$ cat src/rtl/skew_pkg.sv
// Shared definitions for the input skew buffer.
//   skew_state_e : controller state encoding (LOAD / FULL / DRAIN)
//   cnt_w()      : bit width of a counter that has to hold the values 0..n-1
package skew_pkg;

    typedef enum logic [1:0] {
        ST_LOAD  = 2'd0,
        ST_FULL  = 2'd1,
        ST_DRAIN = 2'd2
    } skew_state_e;

    // A counter never needs fewer than one bit. This also covers n=1 and n=2.
    function automatic int cnt_w(input int n);
        return (n <= 2) ? 1 : $clog2(n);
    endfunction

endpackage

$ cat src/rtl/skew_lane.sv
// One lane (array row) of the input skew buffer: DEPTH-entry column storage
// plus the registered, delay-shifted output for this lane.
//   clk          : clock
//   rst          : asynchronous active-low reset
//   wr_en_i      : store wr_data_i as column wr_col_i
//   wr_col_i     : load column index (0..DEPTH-1)
//   wr_data_i    : element for this lane
//   out_load_i   : register the element for drain cycle calc_t_i
//   out_clr_i    : force the output register to zero (takes priority over load)
//   calc_t_i     : drain cycle whose output is computed now
//   calc_mode_i  : skew direction (0: delay = lane index, 1: reversed)
//   out_valid_o  : registered lane valid
//   out_data_o   : registered lane element (0 when not valid)
module skew_lane
    import skew_pkg::*;
#(
    parameter int DATA_W   = 8,
    parameter int LANES    = 4,
    parameter int DEPTH    = 4,
    parameter int LANE_IDX = 0,
    parameter int K_W      = cnt_w(DEPTH),
    parameter int T_W      = cnt_w(DEPTH + LANES - 1)
) (
    input  logic              clk,
    input  logic              rst,
    input  logic              wr_en_i,
    input  logic [K_W-1:0]    wr_col_i,
    input  logic [DATA_W-1:0] wr_data_i,
    input  logic              out_load_i,
    input  logic              out_clr_i,
    input  logic [T_W-1:0]    calc_t_i,
    input  logic              calc_mode_i,
    output logic              out_valid_o,
    output logic [DATA_W-1:0] out_data_o
);

    logic [DATA_W-1:0] mem_q [DEPTH];
    logic              valid_q;
    logic [DATA_W-1:0] data_q;

    int                delay;
    int                offset;
    logic              hit_d;
    logic [DATA_W-1:0] elem_d;

    // Element index for this lane is (t - delay); it is valid only inside the
    // window 0..DEPTH-1, outside it the lane idles with zero data.
    always_comb begin
        delay  = calc_mode_i ? (LANES - 1 - LANE_IDX) : LANE_IDX;
        offset = int'(calc_t_i) - delay;
        hit_d  = (offset >= 0) && (offset < DEPTH);
        elem_d = '0;
        for (int c = 0; c < DEPTH; c++) begin
            if (hit_d && (offset == c)) begin
                elem_d = mem_q[c];
            end
        end
    end

    always_ff @(posedge clk or negedge rst) begin
        if (!rst) begin
            for (int c = 0; c < DEPTH; c++) begin
                mem_q[c] <= '0;
            end
        end else begin
            for (int c = 0; c < DEPTH; c++) begin
                if (wr_en_i && (int'(wr_col_i) == c)) begin
                    mem_q[c] <= wr_data_i;
                end
            end
        end
    end

    always_ff @(posedge clk or negedge rst) begin
        if (!rst) begin
            valid_q <= 1'b0;
            data_q  <= '0;
        end else if (out_clr_i) begin
            valid_q <= 1'b0;
            data_q  <= '0;
        end else if (out_load_i) begin
            valid_q <= hit_d;
            data_q  <= elem_d;
        end
    end

    assign out_valid_o = valid_q;
    assign out_data_o  = data_q;

endmodule

$ cat src/rtl/input_skew_buffer.sv
// Input skew buffer: collects DEPTH columns of LANES elements, then drains
// them with lane i delayed by d_i cycles (d_i = i, or LANES-1-i when reversed)
// so a systolic array sees a diagonal wavefront.
//   clk       : clock
//   rst       : asynchronous active-low reset
//   in_valid  : load beat valid
//   in_ready  : buffer accepts a load beat (LOAD state, out of reset)
//   in_data   : one column, lane i at [i*DATA_W +: DATA_W]
//   start     : drain request, honoured only when full
//   skew_rev  : skew direction, captured with start
//   flush     : synchronous abort back to LOAD
//   out_valid : per-lane valid
//   out_data  : per-lane element, same packing as in_data
//   busy      : FULL or DRAIN
//   done      : one-cycle pulse after the last drain cycle
//
// state    | meaning
// ---------+-----------------------------------------------------------
// ST_LOAD  | accepting columns, k = next column index
// ST_FULL  | all DEPTH columns stored, waiting for start
// ST_DRAIN | presenting drain cycle t = 0..DEPTH+LANES-2 on the outputs
module input_skew_buffer
    import skew_pkg::*;
#(
    parameter int DATA_W = 8,
    parameter int LANES  = 4,
    parameter int DEPTH  = 4
) (
    input  logic                    clk,
    input  logic                    rst,
    input  logic                    in_valid,
    output logic                    in_ready,
    input  logic [LANES*DATA_W-1:0] in_data,
    input  logic                    start,
    input  logic                    skew_rev,
    input  logic                    flush,
    output logic [LANES-1:0]        out_valid,
    output logic [LANES*DATA_W-1:0] out_data,
    output logic                    busy,
    output logic                    done
);

    localparam int K_W = cnt_w(DEPTH);
    localparam int T_W = cnt_w(DEPTH + LANES - 1);
    localparam logic [K_W-1:0] K_LAST = K_W'(DEPTH - 1);
    localparam logic [T_W-1:0] T_LAST = T_W'(DEPTH + LANES - 2);

    skew_state_e    state_q;
    logic [K_W-1:0] k_q;
    logic [T_W-1:0] t_q;
    logic           mode_q;
    logic           done_q;

    logic           beat;
    logic           wr_en;
    logic           out_load;
    logic           out_clr;
    logic [T_W-1:0] calc_t;
    logic           calc_mode;

    // rst gates in_ready directly so it reads 0 for the whole reset window.
    assign in_ready = (state_q == ST_LOAD) && rst;
    assign beat     = in_valid && in_ready;
    assign busy     = (state_q != ST_LOAD);
    assign done     = done_q;

    // Outputs are registered: the lanes compute the values for the cycle
    // about to be entered (t=0 on the start edge, t+1 while draining).
    always_comb begin
        wr_en     = beat && !flush;
        out_load  = 1'b0;
        out_clr   = 1'b0;
        calc_t    = '0;
        calc_mode = mode_q;
        if (flush) begin
            out_clr = 1'b1;
        end else begin
            case (state_q)
                ST_FULL: begin
                    if (start) begin
                        out_load  = 1'b1;
                        calc_mode = skew_rev;
                    end
                end
                ST_DRAIN: begin
                    if (t_q == T_LAST) begin
                        out_clr = 1'b1;
                    end else begin
                        out_load = 1'b1;
                        calc_t   = t_q + T_W'(1);
                    end
                end
                default: ;
            endcase
        end
    end

    always_ff @(posedge clk or negedge rst) begin
        if (!rst) begin
            state_q <= ST_LOAD;
            k_q     <= '0;
            t_q     <= '0;
            mode_q  <= 1'b0;
            done_q  <= 1'b0;
        end else begin
            done_q <= 1'b0;
            if (flush) begin
                state_q <= ST_LOAD;
                k_q     <= '0;
                t_q     <= '0;
            end else begin
                case (state_q)
                    ST_LOAD: begin
                        if (beat) begin
                            if (k_q == K_LAST) begin
                                state_q <= ST_FULL;
                            end else begin
                                k_q <= k_q + K_W'(1);
                            end
                        end
                    end
                    ST_FULL: begin
                        if (start) begin
                            state_q <= ST_DRAIN;
                            mode_q  <= skew_rev;
                            t_q     <= '0;
                        end
                    end
                    ST_DRAIN: begin
                        if (t_q == T_LAST) begin
                            state_q <= ST_LOAD;
                            k_q     <= '0;
                            t_q     <= '0;
                            done_q  <= 1'b1;
                        end else begin
                            t_q <= t_q + T_W'(1);
                        end
                    end
                    default: begin
                        state_q <= ST_LOAD;
                        k_q     <= '0;
                        t_q     <= '0;
                    end
                endcase
            end
        end
    end

    for (genvar i = 0; i < LANES; i++) begin : g_lane
        skew_lane #(
            .DATA_W   (DATA_W),
            .LANES    (LANES),
            .DEPTH    (DEPTH),
            .LANE_IDX (i),
            .K_W      (K_W),
            .T_W      (T_W)
        ) u_lane (
            .clk         (clk),
            .rst         (rst),
            .wr_en_i     (wr_en),
            .wr_col_i    (k_q),
            .wr_data_i   (in_data[i*DATA_W +: DATA_W]),
            .out_load_i  (out_load),
            .out_clr_i   (out_clr),
            .calc_t_i    (calc_t),
            .calc_mode_i (calc_mode),
            .out_valid_o (out_valid[i]),
            .out_data_o  (out_data[i*DATA_W +: DATA_W])
        );
    end

endmodule

$ cat config.mk
export PLATFORM = sky130hd
export DESIGN_NAME = input_skew_buffer
export DESIGN_NICKNAME = d
export VERILOG_FILES = /design/src/rtl/skew_pkg.sv /design/src/rtl/skew_lane.sv /design/src/rtl/input_skew_buffer.sv
export SDC_FILE = /design/constraint.sdc
export NUM_CORES = 1
export LEC_CHECK = 0
export CAP_MARGIN = 20
export CORE_MARGIN = 4
export CORE_UTILIZATION = 25
export CTS_CLUSTER_SIZE = 28
export DETAILED_ROUTE_END_ITERATION = 8
export RECOVER_POWER = 25
export SYNTH_ARGS = -nofsm -noshare
export SYNTH_HDL_FRONTEND = slang
export SYNTH_HIERARCHICAL = 1
export SYNTH_SLANG_ARGS = --single-unit
$ cat constraint.sdc
create_clock -name clk -period 3.2 [get_ports clk]
set_input_delay 0.96 -clock clk [delete_from_list [all_inputs] [get_ports clk]]
set_output_delay 0.96 -clock clk [all_outputs]
set_load 0.01 [all_outputs]
---- Word level (Yosys, flattened, before mapping) ----
Cells that the tools add are included.
operators by class
  multiplexer cells ....................... 63
  reductions and logical operators ........ 39
  bitwise operators ....................... 0
  equal/unequal tests ..................... 26
  $add $sub $neg .......................... 6
  $lt $le $gt $ge ......................... 8
  divide/modulo/power cells ............... 0
  multipliers ............................. 0
  shift operators ......................... 0
operators by type and width
  cell                                                          count
  equality test 32 x 3 -> 1 bit (second input constant)         8
  two-way mux 8 bit                                             24
  equality test 32 x 2 -> 1 bit (second input constant)         4
  >= comparator 32 x 1 -> 1 bit (second input constant)         4
  logical NOT 32 bit                                            4
  less-than comparator 32 x 4 -> 1 bit (second input constant)  4
  subtractor 4 x 32 -> 32 bit                                   4
  logical AND 1 bit                                             27
  two-way mux 2 bit                                             12
  two-way mux 1 bit                                             18
  two-way mux 3 bit                                             5
  inequality test 3 bit (second input constant)                 4
  case mux 2 bit (3 select lines)                               2
  case mux 3 bit (3 select lines)                               1
  equality test 2 bit (second input constant)                   4
  AND reduction 4 bit                                           2
  equality test 2 x 1 -> 1 bit (second input constant)          2
  logical NOT 2 bit                                             2
  inequality test 2 bit (second input constant)                 2
  nonzero test 2 bit                                            2
  adder 3 x 1 -> 3 bit (second input constant)                  1
  equality test 3 bit (second input constant)                   1
  inequality test 3 x 2 -> 1 bit (second input constant)        1
  adder 2 x 1 -> 2 bit (second input constant)                  1
  3 further kinds                                               3
storage, ports and cells
  logic and storage cells ................. 171
  bits in registers ....................... 173
  bits in read-only memories .............. 0
  memory bits (writable) .................. 0
  memories kept ........................... 0
  input bits .............................. 38
  bits in latches ......................... 0

---- Longest topological paths before layout ----
  depth after elaboration ................. 14
  gate-level depth with buffers ........... 13

---- Modules after synthesis ----
Netlist, hierarchy kept.
modules (own cells, without submodules)
  module                            sequential area each (µm²)  cells an instance  times used  area an instance (µm²)
  skew_lane (g_lane[0].u_lane ...)  1026.0                      125                3           1846.8
  skew_lane (g_lane[2].u_lane)      1026.0                      124                1           1843.0
  input_skew_buffer                 225.2                       71                 1           653.1

---- Worst setup path after synthesis ----
No wires, ideal clock.
  kind .................................... input-to-reg
  start ................................... in in_valid
  end ..................................... reg g_lane[0].u_lane/mem_q[24] (netlist bit)
  path buffers ............................ 0
  setup time .............................. 0.125 ns
  setup slack ............................. -0.291 ns
  arrival ................................. 3.366 ns
  data required time ...................... 3.075 ns
  stages .................................. 4
  cell sequence ........................... nand2_1 -> nor3_1 -> nor3b_4 -> mux2_2
on the way
  cells in the longest elaborated chain, start to end .. 3
RTL lines
  item                            line                     RTL
  start: declaration              input_skew_buffer.sv:31  input logic in_valid,
  logical AND 1 bit               input_skew_buffer.sv:63  assign beat = in_valid && in_ready;
  logical AND 1 bit               input_skew_buffer.sv:70  wr_en = beat && !flush;
  named net wr_en                 input_skew_buffer.sv:55  logic wr_en;
  logical AND 1 bit               skew_lane.sv:67          if (wr_en_i && (int'(wr_col_i) == c)) begin
  end signal: indexed assignment  skew_lane.sv:68          mem_q[c] <= wr_data_i;
  end: declaration                skew_lane.sv:37          logic [DATA_W-1:0] mem_q [DEPTH];
The timed path passes the listed nets, and every way through them passes these cells.
A chain may end at the register's enable or synchronous reset.

---- Worst setup path after layout ----
  start ................................... in start
  end ..................................... reg g_lane[0].u_lane.data_q[0]
on the way
  cells in the longest elaborated chain, start to end .. 14
  elaborated cells on any way between the ends .. 26
  those cells by class .................... 1 x add/sub; 2 x order compare; 3 x eq/ne; 13 x mux; 7 x reduce/logical
RTL lines
  item                                                                                   line                     RTL
  start: declaration                                                                     input_skew_buffer.sv:34  input logic start,
  two-way mux 1 bit (*)                                                                  input_skew_buffer.sv:80  if (start) begin
  two-way mux 1 bit (*)                                                                  input_skew_buffer.sv:78  case (state_q)
  two-way mux 1 bit (*)                                                                  input_skew_buffer.sv:75  if (flush) begin
  named net calc_mode                                                                    input_skew_buffer.sv:59  logic calc_mode;
  two-way mux 2 bit (*)                                                                  skew_lane.sv:49          delay = calc_mode_i ? (LANES - 1 - LANE_IDX) : LANE_IDX;
  subtractor 4 x 32 -> 32 bit (*)                                                        skew_lane.sv:50          offset = int'(calc_t_i) - delay;
  >= comparator 32 x 1 -> 1 bit or less-than comparator 32 x 4 -> 1 bit (tied branches)  skew_lane.sv:51          hit_d = (offset >= 0) && (offset < DEPTH);
  logical AND 1 bit                                                                      skew_lane.sv:51
  logical AND 1 bit                                                                      skew_lane.sv:54          if (hit_d && (offset == c)) begin
  two-way mux 8 bit (3 in a row)                                                         skew_lane.sv:54
  two-way mux 8 bit (*)                                                                  skew_lane.sv:54
  two-way mux 8 bit (*)                                                                  skew_lane.sv:81          end else if (out_load_i) begin
  two-way mux 8 bit (*)                                                                  skew_lane.sv:78          end else if (out_clr_i) begin
  end signal: assignment                                                                 skew_lane.sv:83          data_q <= elem_d;
  end: declaration                                                                       skew_lane.sv:39          logic [DATA_W-1:0] data_q;
The timed path passes the listed nets; every way through them passes the cells marked *. The select of a mux whose other input is x is not followed.

==> impl_results.md <==
* Static leakage at 4.551 nW
* Port Buf Inserts at 76
* RSZ-0062 raised after global routing: false
* Mapped Area at 8036 um2
* Asr flop ratio synth at 100.0%
* Clock network power share at 25.7%
* Share of layout cells above drive strength 1 at 37.15%
* Total Wirelength at 17.48 mm
* Area contributors post-synth: dfrtp_1 (54%), mux2_2 (18%), mux4_2 (9.0%)
* Vias per inst at 4.377
* Min Hold Slack at 0.4776 ns
* Achievable Freq at 322.1 MHz
* Comb pwr share at 36.2%
* Final setup margin at 0.09538 ns
* Overall die width at 187.3 um
* Unique masters post-synth at 43
* CTS Hold Bufs at 0
* Worst slew pin tran at 1.696 ns
* # IOs at 77
* Worst setup EP type: register
* Inserted Clock Buffers at 17
* Max FO, Critical Path at 7
* Post-synth top area share at 53.87%
* Synthesis-to-finish area growth at 27.81%
* Synth Flop Type: dfrtp_1
* Crit path launch type: primary input
* EDFF count, synth at 0
* Placed Cells at 1077
* Pint at 0.005742 W
* CTS max path bufs at 2
* Number of global-route vias before repair at 5213
* Total gr overflow at 0
* Worst-path clk slew at 0.07 ns
* Storage cell area at 4329 um2
* Reg2Reg Depth at 9
* Ant diodes at 0
* Fin util at 32.47%
* Synth top cells by count: dfrtp_1 (173), mux2_2 (128), inv_1 (49)
* Mapped Nets at 625
* WL per Instance at 15.75 um
* Failing checks: capacitance limit, slew limit
* Status: finished, violations left
* Synth warnings at 6
* Slew Limit Fails at 70
* CTS tree: yes
* All-layer global routing usage at 10.42%
* Gp weighted congestion at 0.7700
* Most common cell in the synthesized netlist: dfrtp_1
* Syn avg cell area at 14.10 um2
* Switching share of power at 29.47%
* Initial antenna violation count at 0
* Worst path required time at 3.50 ns
* Nets at 750
* Final hold violations at 0
* Hpwl dp at 12.33 mm
* Drt pass-1 iters at 4
* Switch Pwr at 0.002400 W
* First-pass GRT wire length at 28.75 mm
* Place WS at -0.5245 ns
* DRC at 0
* Slew margin rel. at -13.05%
* Die area at 35080 um2
* Antenna-violating nets left at 0
* Setup tns final at 0 ns
* First-iteration detailed-routing DRC count at 162
* Hold path cells at 2
* Setup Viol. Count Final at 0
* CORE AREA at 31640 um2
* Max cap viols at 1
* Layout Cells excl Fill at 1110
* Die H at 187.3 um
* Synth area leader: dfrtp_1
* Min cycle time layout at 3.105 ns
* Post-synthesis cell count at 570
* Part of the cycle the worst path needs at 97.02%
* Sink Count at 173
* Fillcell total at 3092
* Htree depth at 4
* Share of power burned in registers at 38.0%
* Synth Register Bits at 173
* Largest net degree at the start of global routing at 80
* Initial Util at 25.40%
* Setup Skew at 0.007262 ns
* Min-delay worst type: reg2reg
* Crit path kind: in2reg
* Clock network latency to the later pin of the worst-skew pair at 0.43 ns
* Sequential share of the synthesized area at 53.87%
* Via count at 4859
* PD cells at 792.7 nW/um2
* IR drop worst, VDD at 388.7 uV
* Rows at 65
* CTS root buf: clkbuf_16
* Multi-input logic area at 3497 um2
* CP arrival at 3.41 ns
power by group through the flow:
stage / Combinational (W) / Clock (W) / Sequential (W)
finish: 0.00295 / 0.00209 / 0.00310
global placement: 0.00291 / 0 / 0.00312
detailed placement: 0.00296 / 0 / 0.00314
CTS: 0.00298 / 0.00217 / 0.00310
global route: 0.00324 / 0.00226 / 0.00317
floorplan: 0.00207 / 0 / 0.00303
flip-flops by register name (all words and copies together), names as in the netlist:
name / cells
done: 1
g_lane.u_lane/mem_q: 128
g_lane.u_lane/out_data_o: 32
g_lane.u_lane/out_valid_o: 4
k_q: 2
mode_q: 1
state_q: 2
t_q: 3
critical path: stages:
cell	delay, ns
clkdlybuf4s50_1	0.53
nand3_1	0.14
mux2_4	0.37
ha_1	0.22
fa_1	0.56
mux4_2	0.51
inv_1	0.06
o21ai_0	0.06
worst paths after layout:
check                                                     from                        endpoint  slack (ns)
worst max-delay path                                     start  g_lane[0].u_lane/out_data_o[0]         0.1
worst min-delay path            g_lane[0].u_lane/out_data_o[4]  g_lane[0].u_lane/out_data_o[4]        0.48
worst max register to register                      state_q[1]  g_lane[0].u_lane/out_data_o[0]        0.43
worst min register to register  g_lane[0].u_lane/out_data_o[4]  g_lane[0].u_lane/out_data_o[4]        0.48
max in group asynchronous                                  rst       g_lane[2].u_lane/mem_q[4]        0.47
min in group asynchronous                                  rst                            done        1.12
logic make-up after synthesis:
kind of cell | after synthesis | synth area share, %
xor+xnor | 5 | 0.5450
fa+ha+maj | 17 | 3.020
compound gates | 62 | 5.216
simple gates | 91 | 6.928
flops | 173 | 53.87
mux | 162 | 27.23
buf+inv | 60 | 3.192
cells in the final DEF (no fill, tap or decap), types with 4 or more instances in the layout:
cell             count
buf_12               7
mux4_2              32
o21ai_1              7
ha_1                13
o31ai_1              4
nor2_1              12
mux2_2             128
nand2_1             39
o21ai_0             33
dfrtp_1            173
a211oi_1             4
nor2b_1             10
clkbuf_16           17
nand3_2              4
clkdlybuf4s50_1     74
nand3b_2             8
clkbuf_1             4
inv_1               49
clkinv_4             5
buf_4               29
nor3b_4              4
stage by stage:
step	total power (W)	cell area, um2
3_5_place_dp	0.006106	9629
3_3_place_gp	0.006032	9629
4_1_cts	0.008252	10250
2_1_floorplan	0.005098	8053
6_report	0.008142	10270
5_1_grt	0.008669	10270
layout make-up:
cell class | instances | share of cell area [%]
clock buffer | 18 | 4.178
clock inverter | 14 | 1.669
inverter | 50 | 1.827
multi-input combinational | 337 | 34.05
sequential | 173 | 42.15
tap | 402 | 4.897
timing repair buffer | 116 | 11.23
what timing repair did:
item / 4_1_cts / 5_1_grt
endpoints found under the setup margin: 8 / 30
cloned: 0 / 0
buffers inserted: 0 / 0
gates resized for setup: 2 / 4
per-layer routing:
metal  up-vias  global-route usage [%]  wire (um)
li1       2287                       -          -
met1      2502                   12.89       7863
met2        53                   17.63       8797
met3        17                   2.781        553
met4         0                   3.669        269
met5         -                       0          0
Power figures use the tool's default switching activity.
